--- src/rtl/hd44780_pkg.sv ---
// Shared definitions for the HD44780 write-only interface.
//   state_t    : FSM states (power-up, init stepping, idle, strobe phases, wait)
//   CMD_*      : HD44780 command bytes used by the init sequence and wait rule
//   cyc/max1   : microsecond -> clock-cycle conversion helpers
package hd44780_pkg;

  typedef enum logic [2:0] {PWR, INIT, IDLE, SETUP, EHI, ELO, WAIT} state_t;

  localparam logic [7:0] CMD_CLEAR   = 8'h01;
  localparam logic [7:0] CMD_HOME    = 8'h02;
  localparam logic [7:0] CMD_ENTRY   = 8'h06;
  localparam logic [7:0] CMD_DISP_ON = 8'h0C;
  localparam logic [7:0] CMD_FUNC8   = 8'h38;
  localparam logic [7:0] CMD_FUNC4   = 8'h28;

  function automatic int max1(input int x);
    return (x < 1) ? 1 : x;
  endfunction

  // Cycles for a delay in microseconds, never less than one.
  function automatic int cyc(input int hz, input int us);
    longint v;
    v = longint'(hz / 1_000_000) * longint'(us);
    return (v < 1) ? 1 : int'(v);
  endfunction

endpackage

--- src/rtl/hd44780_strobe.sv ---
// Phase timer for one bus write (SETUP / EHI / ELO).
//   CLK, resetn : clock, async active-low reset
//   phase       : current FSM state of the parent
//   tick        : high in the last cycle of the current strobe phase
// The counter restarts on every phase change, so the parent only has to
// advance its state when tick is seen.
module hd44780_strobe
  import hd44780_pkg::*;
#(
  parameter int CLK_HZ = 100_000_000
) (
  input  logic       CLK,
  input  logic       resetn,
  input  logic [2:0] phase,
  output logic       tick
);

  localparam int T_SU = max1(CLK_HZ / 25_000_000);  // >= 40 ns
  localparam int T_EN = max1(CLK_HZ / 4_000_000);   // >= 250 ns
  localparam logic [15:0] SU_LAST = 16'(T_SU - 1);
  localparam logic [15:0] EN_LAST = 16'(T_EN - 1);

  logic [15:0] cnt;
  logic        active;

  assign active = (phase == SETUP) || (phase == EHI) || (phase == ELO);

  always_comb begin
    tick = 1'b0;
    if (phase == SETUP || phase == ELO) tick = (cnt == SU_LAST);
    else if (phase == EHI)              tick = (cnt == EN_LAST);
  end

  always_ff @(posedge CLK or negedge resetn) begin
    if (!resetn)               cnt <= '0;
    else if (!active || tick)  cnt <= '0;
    else                       cnt <= cnt + 16'd1;
  end

endmodule

--- src/rtl/hd44780_if.sv ---
// Write-only HD44780 character LCD controller.
//   CLK, resetn           : clock, async active-low reset
//   req_valid/req_ready   : write handshake, accepted when both high
//   req_rs, req_byte      : 0 = command, 1 = data; byte to write
//   init_done             : power-up init sequence complete
//   busy                  : FSM not in IDLE
//   lcd_rs/rw/e/d         : LCD pins (rw tied low; 4-bit mode uses lcd_d[7:4])
// After reset the block waits out the LCD power-up time, replays the init
// ROM, then serves requests. Each write is SETUP -> EHI -> ELO (twice in
// 4-bit mode, high nibble first) followed by a command-dependent WAIT.
module hd44780_if
  import hd44780_pkg::*;
#(
  parameter int CLK_HZ     = 100_000_000,
  parameter int BUS4       = 0,
  parameter int T_PWR_US   = 40000,
  parameter int T_SHORT_US = 40,
  parameter int T_LONG_US  = 2000
) (
  input  logic       CLK,
  input  logic       resetn,
  input  logic       req_valid,
  output logic       req_ready,
  input  logic       req_rs,
  input  logic [7:0] req_byte,
  output logic       init_done,
  output logic       busy,
  output logic       lcd_rs,
  output logic       lcd_rw,
  output logic       lcd_e,
  output logic [7:0] lcd_d
);

  localparam logic [31:0] PWR_LAST   = 32'(cyc(CLK_HZ, T_PWR_US) - 1);
  localparam logic [31:0] SHORT_LAST = 32'(cyc(CLK_HZ, T_SHORT_US) - 1);
  localparam logic [31:0] LONG_LAST  = 32'(cyc(CLK_HZ, T_LONG_US) - 1);
  localparam int          N_STEPS    = (BUS4 != 0) ? 8 : 4;

  // ROM entry = {single_nibble, byte}. Single-nibble entries only put the
  // upper nibble on the bus and always take the long wait; they are the
  // 8-bit -> 4-bit mode switch handshake.
  localparam logic [7:0][8:0] ROM4 = {
    {1'b0, CMD_ENTRY}, {1'b0, CMD_CLEAR}, {1'b0, CMD_DISP_ON}, {1'b0, CMD_FUNC4},
    {1'b1, 8'h20},     {1'b1, 8'h30},     {1'b1, 8'h30},       {1'b1, 8'h30}
  };
  localparam logic [3:0][8:0] ROM8 = {
    {1'b0, CMD_ENTRY}, {1'b0, CMD_CLEAR}, {1'b0, CMD_DISP_ON}, {1'b0, CMD_FUNC8}
  };

  state_t      state;
  logic [31:0] cnt;
  logic [2:0]  step;
  logic [3:0]  lo_q;     // low nibble of the byte in flight (4-bit mode)
  logic        last_q;   // the strobe in progress is the final one
  logic        long_q;   // this write needs the long post-write wait
  logic        tick;

  logic [8:0]  rom_ent;
  logic        start, ld_rs, ld_single;
  logic [7:0]  ld_byte;
  logic [31:0] wait_last;

  hd44780_strobe #(.CLK_HZ(CLK_HZ)) u_strobe (
    .CLK    (CLK),
    .resetn (resetn),
    .phase  (state),
    .tick   (tick)
  );

  assign lcd_rw    = 1'b0;
  assign req_ready = (state == IDLE) && init_done;
  assign busy      = (state != IDLE);
  assign wait_last = long_q ? LONG_LAST : SHORT_LAST;

  // Write source: init ROM while stepping INIT, otherwise the request port.
  always_comb begin
    rom_ent   = (BUS4 != 0) ? ROM4[step] : ROM8[step[1:0]];
    ld_single = (state == INIT) && rom_ent[8];
    ld_rs     = (state == INIT) ? 1'b0 : req_rs;
    ld_byte   = (state == INIT) ? rom_ent[7:0] : req_byte;
    start     = (state == INIT) || (state == IDLE && req_valid && init_done);
  end

  always_ff @(posedge CLK or negedge resetn) begin
    if (!resetn) begin
      state     <= PWR;
      cnt       <= '0;
      step      <= '0;
      init_done <= 1'b0;
      lcd_e     <= 1'b0;
      lcd_rs    <= 1'b0;
      lcd_d     <= '0;
      lo_q      <= '0;
      last_q    <= 1'b0;
      long_q    <= 1'b0;
    end else begin
      case (state)
        PWR: begin
          if (cnt == PWR_LAST) begin
            cnt   <= '0;
            state <= INIT;
          end else begin
            cnt <= cnt + 32'd1;
          end
        end
        INIT, IDLE: begin
          if (start) begin
            state  <= SETUP;
            lcd_rs <= ld_rs;
            lcd_d  <= (BUS4 != 0) ? {ld_byte[7:4], 4'h0} : ld_byte;
            lo_q   <= ld_byte[3:0];
            last_q <= (BUS4 == 0) || ld_single;
            long_q <= ld_single ||
                      (!ld_rs && (ld_byte == CMD_CLEAR || ld_byte == CMD_HOME ||
                                  ld_byte == 8'h03));
          end
        end
        SETUP: if (tick) begin
          state <= EHI;
          lcd_e <= 1'b1;
        end
        EHI: if (tick) begin
          state <= ELO;
          lcd_e <= 1'b0;
        end
        ELO: if (tick) begin
          if (last_q) begin
            state <= WAIT;
            cnt   <= '0;
          end else begin
            // ELO of the high nibble doubles as the inter-nibble gap
            state  <= SETUP;
            lcd_d  <= {lo_q, 4'h0};
            last_q <= 1'b1;
          end
        end
        WAIT: begin
          if (cnt == wait_last) begin
            cnt <= '0;
            if (init_done) begin
              state <= IDLE;
            end else if (step == 3'(N_STEPS - 1)) begin
              state     <= IDLE;
              init_done <= 1'b1;
            end else begin
              step  <= step + 3'd1;
              state <= INIT;
            end
          end else begin
            cnt <= cnt + 32'd1;
          end
        end
        default: state <= PWR;
      endcase
    end
  end

endmodule

--- config.mk ---
export PLATFORM = sky130hd
export DESIGN_NAME = hd44780_if
export DESIGN_NICKNAME = d
export VERILOG_FILES = /design/src/rtl/hd44780_pkg.sv /design/src/rtl/hd44780_strobe.sv /design/src/rtl/hd44780_if.sv
export SDC_FILE = /design/constraint.sdc
export NUM_CORES = 1
export LEC_CHECK = 0
export CAP_MARGIN = 20
export CORE_ASPECT_RATIO = 0.5
export CORE_MARGIN = 3
export CORE_UTILIZATION = 60
export CTS_BUF_LIST = sky130_fd_sc_hd__clkbuf_4
export CTS_CLUSTER_DIAMETER = 40
export DETAILED_ROUTE_END_ITERATION = 12
export DONT_BUFFER_PORTS = 1
export PLACE_DENSITY = 0.73
export RECOVER_POWER = 50
export SKIP_LAST_GASP = 1
export SYNTH_ARGS = -nofsm -noshare
export SYNTH_HDL_FRONTEND = slang
export SYNTH_HIERARCHICAL = 1
export SYNTH_SLANG_ARGS = --single-unit
--- constraint.sdc ---
create_clock -name CLK -period 3.6 [get_ports CLK]
set_input_delay 0.72 -clock CLK [delete_from_list [all_inputs] [get_ports CLK]]
set_output_delay 0.72 -clock CLK [all_outputs]
set_load 0.03 [all_outputs]
; After elaboration in Yosys (flattened, before gate mapping)
; Cells that the tools add are included.
[op_classes]
muxes = 34
reduce_logical = 28
n_shift = 0
div = 0
mul = 0
n_addsub = 3
magnitude_cmp = 1
n_eq_ne = 23
bitwise = 2
[ops]
columns = op, count
row1 = 2-to-1 mux 32 bit, 4
row2 = case mux 32 bit (3 select lines), 1
row3 = "adder 32 x 1 -> 32 bit, second input constant", 1
row4 = equality test 32 x 18 -> 1 bit, 1
row5 = "equality test 32 x 22 -> 1 bit, second input constant", 1
row6 = 2-to-1 mux 8 bit, 4
row7 = 2-to-1 mux 3 bit, 7
row8 = binary-select mux 9 bit (select 2 bit), 1
row9 = 2-to-1 mux 18 bit, 1
row10 = case mux 3 bit (6 select lines), 1
row11 = "adder 16 x 1 -> 16 bit, second input constant", 1
row12 = "equality test 16 x 2 -> 1 bit, second input constant", 1
row13 = "equality test 16 x 5 -> 1 bit, second input constant", 1
row14 = "equality test 8 x 2 -> 1 bit, second input constant", 2
row15 = 2-to-1 mux 16 bit, 1
row16 = case mux 8 bit (2 select lines), 1
row17 = "!= test 2 bit, second input constant", 5
row18 = "equality test 3 x 2 -> 1 bit, second input constant", 3
row19 = "equality test 3 bit, second input constant", 3
row20 = 2-to-1 mux 9 bit, 1
row21 = AND reduction 3 bit, 3
row22 = "equality test 8 x 1 -> 1 bit, second input constant", 1
row23 = logical OR 1 bit, 8
row24 = 2-to-1 mux 1 bit, 8
row25 = 17 further kinds, 30
[word_totals]
memories = 0
mem_bits_ro = 0
latch_bits = 0
ramBits = 0
ff_bits = 71
inputBits = 12

; Depth between registers and ports, before layout
[logic_depth]
word_depth = 8
depth_mapped = 11
mapped_depth_nobuf = 10

; Modules after synthesis
; Netlist, hierarchy kept.
[modules_own_cells]
columns = mod, area_each_um2, seq_area_each_um2, cells_per_inst, instances
row1 = hd44780_if, 3096.7, 1376.3, 341, 1
row2 = hd44780_strobe, 920.9, 400.4, 93, 1

; Least setup slack after synthesis
; OpenSTA, ideal clock, no wires.
[synth_timing]
path_kind = register to register
startpoint = register u_strobe.cnt[0]
endpoint = register, netlist name cnt[25]
path_slack_ns = 0.618
required_time_ns = 3.523
stages_incl_launch_ff = 12
t_arrival_ns = 2.905
synth_period_minus_slack_ns = 2.982
setup_ns = 0.077
cell_sequence = dfrtp_1 > ha_1 > and4bb_1 > a31oi_2 > or3b_1 > a21oi_1 > nand3_1 > o32ai_4 > nand3_1 > buf_2 > or4_1 > a21oi_1
[synth_lines]
columns = item, line
row1 = "start, declared", hd44780_strobe.sv:23  ; logic [15:0] cnt;
row2 = "start signal, assigned", hd44780_strobe.sv:37  ; else cnt <= cnt + 16'd1;

==> results.txt <==
The run finished, with violations left. The final reports fail on capacitance limit, slew limit. The commonest non-fill, non-tap cell in the layout is dfrtp_1. After floorplanning, the core was sized to cover 6280 um^2. The gate count after technology mapping is 434. The worst setup path is launched from a flop. The routed wire length came out at 8610 um. The area growth from synthesis to layout is 5.64%.

The worst setup path category is flop to flop. The overall routing resource usage is 24.6%. The maximum achievable frequency is 308 MHz. The count of maximum capacitance violations is 1. The average cell area after synthesis is 9.26 um^2. Once the clock tree was built, the setup fixing pass inserted 0 buffers. After the last flow step, the layout net total stands at 452. In the layout the commonest cells are dfrtp_1 (71), nor2_1 (49), nand2_1 (48).

Setup repair after global routing left no endpoint under its margin. 0 antenna diodes ended up in the layout. The normalized max-slew margin came out at -15.9%. The global-route wire length before repair came out at 15300 um. The maximum clock path buffer count is 2. The count of antenna-violating nets left after detailed routing came out at 0. The HPWL after detailed placement is 6000 um. In this run the number of H-tree levels came out at 3. The first routing iteration left 257 violations. The yosys synthesis warning count is 6. TritonCTS built the clock tree.

Buffers placed on the I/O ports in this run total 0. The congestion estimate from routability-driven global placement came to 0.901. For the final routed database, the setup TNS stands at 0 ns. The routed length per instance is 16.4 um.

The number of different library cells used by synthesis comes to 61. The largest fanout of any net on the critical path is 11. The clock skew came out at 0.0130 ns.

The iteration count of the initial detailed-routing pass came out at 5. At the pin with the least slew margin, the transition time is 1.74 ns. The via count of the first global-routing pass is 3214. The global route total overflow came out at 0. The root buffer selected by CTS is clkbuf_4.

The number of enable flip-flop cells after synthesis came out at 0. Dividing the detail-routed via count by the number of cells gives 6.20. Once layout is complete, the cells apart from fillers number 526. The power density normalized to cell area came out at 346 nW/um^2. The static power due to leakage came out at 0.00169 uW. The count of pins over their slew limit came to 72. The dominant register cell in the synthesized netlist is dfrtp_1. The number of setup violations in the final report is 0. The class of the worst hold path is input port to flop.

The pin count of the biggest net entering global routing is 72. The TritonCTS sink count is 71. The count of standard-cell rows came out at 20.

The fraction of layout cells with a size suffix above 1 is 8.68%. The number of buffers created by CTS is 9. The required time reported for the critical path endpoint came out at 3.96 ns.

The die outline area came out at 7770 um^2. For the finished layout, the period the worst path requires is 3.25 ns. From bottom edge to top edge, the die measures 63.9 um. The number of fillers in the final layout came out at 492. The overall via count from detail_route came out at 3259. Synthesis produced a netlist with a net count of 453. The number of design rule violations left after detail routing came out at 0. Dividing the final minimum period by the clock period gives 90.2%. The source-to-sink clock delay at the later pin of the worst-skew pair came out at 0.44 ns. For this run, asynchronously set or reset flops after synthesis account for 100%. For the worst setup path, the data arrival time is 3.60 ns.

The synthesized design contains 71 register bits. The peak supply drop is 0.329 mV. For this configuration, the core starts out at a cell density of 64.0%.

The sequential fraction of the synthesis area is 44.2%. The clock transition at the register clock pins on the worst setup and hold paths after CTS is 0.12 ns. The critical path capture point type is a flop. For this design the top-level I/O count stands at 26. The final number of hold-violating endpoints is 0. The die is 122 um wide. The register-to-register setup slack came out at 0.35 ns. The initial antenna violation count came out at 0. After synthesis the cells add up to 4020 um^2. The total instance count after detailed placement came out at 509.
## cell usage after synthesis, drive strengths merged (2+ instances only)
library cell	count	share of area, %
dfrtp	71	44
or3	11	1.7
nand2	48	4.5
o22ai	2	0.31
a21oi	27	3.4
or2	2	0.31
nand2b	4	0.62
ha	7	2.2
clkbuf	9	0.87
nor2	49	4.6
nor4bb	2	0.50
and2	5	0.78
o21ai	21	2.9
nand3	21	2.7
nand4	21	3.4
mux2i	5	1.2
nor4	17	3.9
a211o	2	0.44
o31ai	5	0.93
or4	8	1.6
nor3	10	1.4
and3	6	1.0
xnor2	17	3.7
buf	9	2.0
a22oi	5	0.93
inv	14	1.3
xor2	11	2.4
nor2b	4	0.62
## state kept, by name (all words and copies together), names as in the netlist, 3 cells and up
signal,cells
step,3
lo_q,4
cnt,32
state,3
lcd_d,8
u_strobe/cnt,16
## kinds of logic (layout without fill, tap and decap cells)
group	Yosys count	count (layout)	share of synthesized area [%]
buffers and inverters	32	36	4.14
adders and majority gates	7	7	2.18
other	1	1	0.0933
DFF	71	71	44.2
AOI/OAI and AO/OA	76	76	13.0
muxes	6	6	1.53
and+or+nand+nor	213	213	28.8
xor gates and xnor gates	28	28	6.10
## timing repair
action | 4_1_cts | 5_1_grt
hold endpoints to repair | 71 | 0
hold buffers | 1 | 0
gates resized for setup | 0 | 0
## report_power, final
part	internal (uW)	switching [uW]	total (uW)	leakage, uW
clock network	353	298	651	0.0000965
registers	797	0	797	0.000938
logic	1.37	17.5	18.9	0.000660
## path summary, 6_finish.rpt
path	cells after the start	end	startpoint
max reg2reg	10	cnt[23]	u_strobe/cnt[0]
min	2	lo_q[0]	req_byte[0]
min reg2reg	2	lo_q[0]	lo_q[0]
max in group asynchronous	1	cnt[28]	resetn
max	10	cnt[23]	u_strobe/cnt[0]
min in group asynchronous	1	u_strobe/cnt[2]	resetn
## worst max-delay path, stage by stage, from the launching register on
cell and delay [ns]:
dfrtp_1 0.46, ha_1 0.29, and4bb_1 0.26, a31oi_2 0.07, or3b_1 0.36, a21oi_1 0.20
nand3_1 0.18, o32ai_4 0.23, nand3_1 0.35, or4_1 0.59, a21oi_1 0.18
## through the flow
stage          utilization, %  total power [uW]  worst slack, ns  hold slack [ns]  area (um^2)
2_1_floorplan               -               817            0.618            0.424         4020
3_3_place_gp             64.5               816            0.599            0.426         4050
3_5_place_dp             64.5               816            0.442            0.426         4050
4_1_cts                  67.9              1490            0.375            0.139         4270
5_1_grt                  67.6              1520           0.0875            0.415         4240
6_report                 67.6              1470            0.354            0.437         4240
## metal layers
| metal | part of all wire (%) | GRT usage (%) | vias up |
|---|---|---|---|
| li1 | - | - | 1568 |
| met1 | 46 | 32.5 | 1592 |
| met2 | 48 | 39.9 | 89 |
| met3 | 4.8 | 6.90 | 10 |
| met4 | 1.2 | 7.26 | 0 |
| met5 | 0 | 0 | - |
## cell type report
type                            count  area (um^2)  share of cell area (%)
Inverter                           14         52.6                    1.24
Timing Repair Buffer                6         42.5                    1.00
Clock inverter                      7          120                    2.83
Sequential cell                    71         1780                    41.9
Tap cell                           88          110                    2.59
Clock buffer                        9         67.6                    1.59
Multi-Input combinational cell    331         2070                    48.9
(Power assumes the default switching activity.)
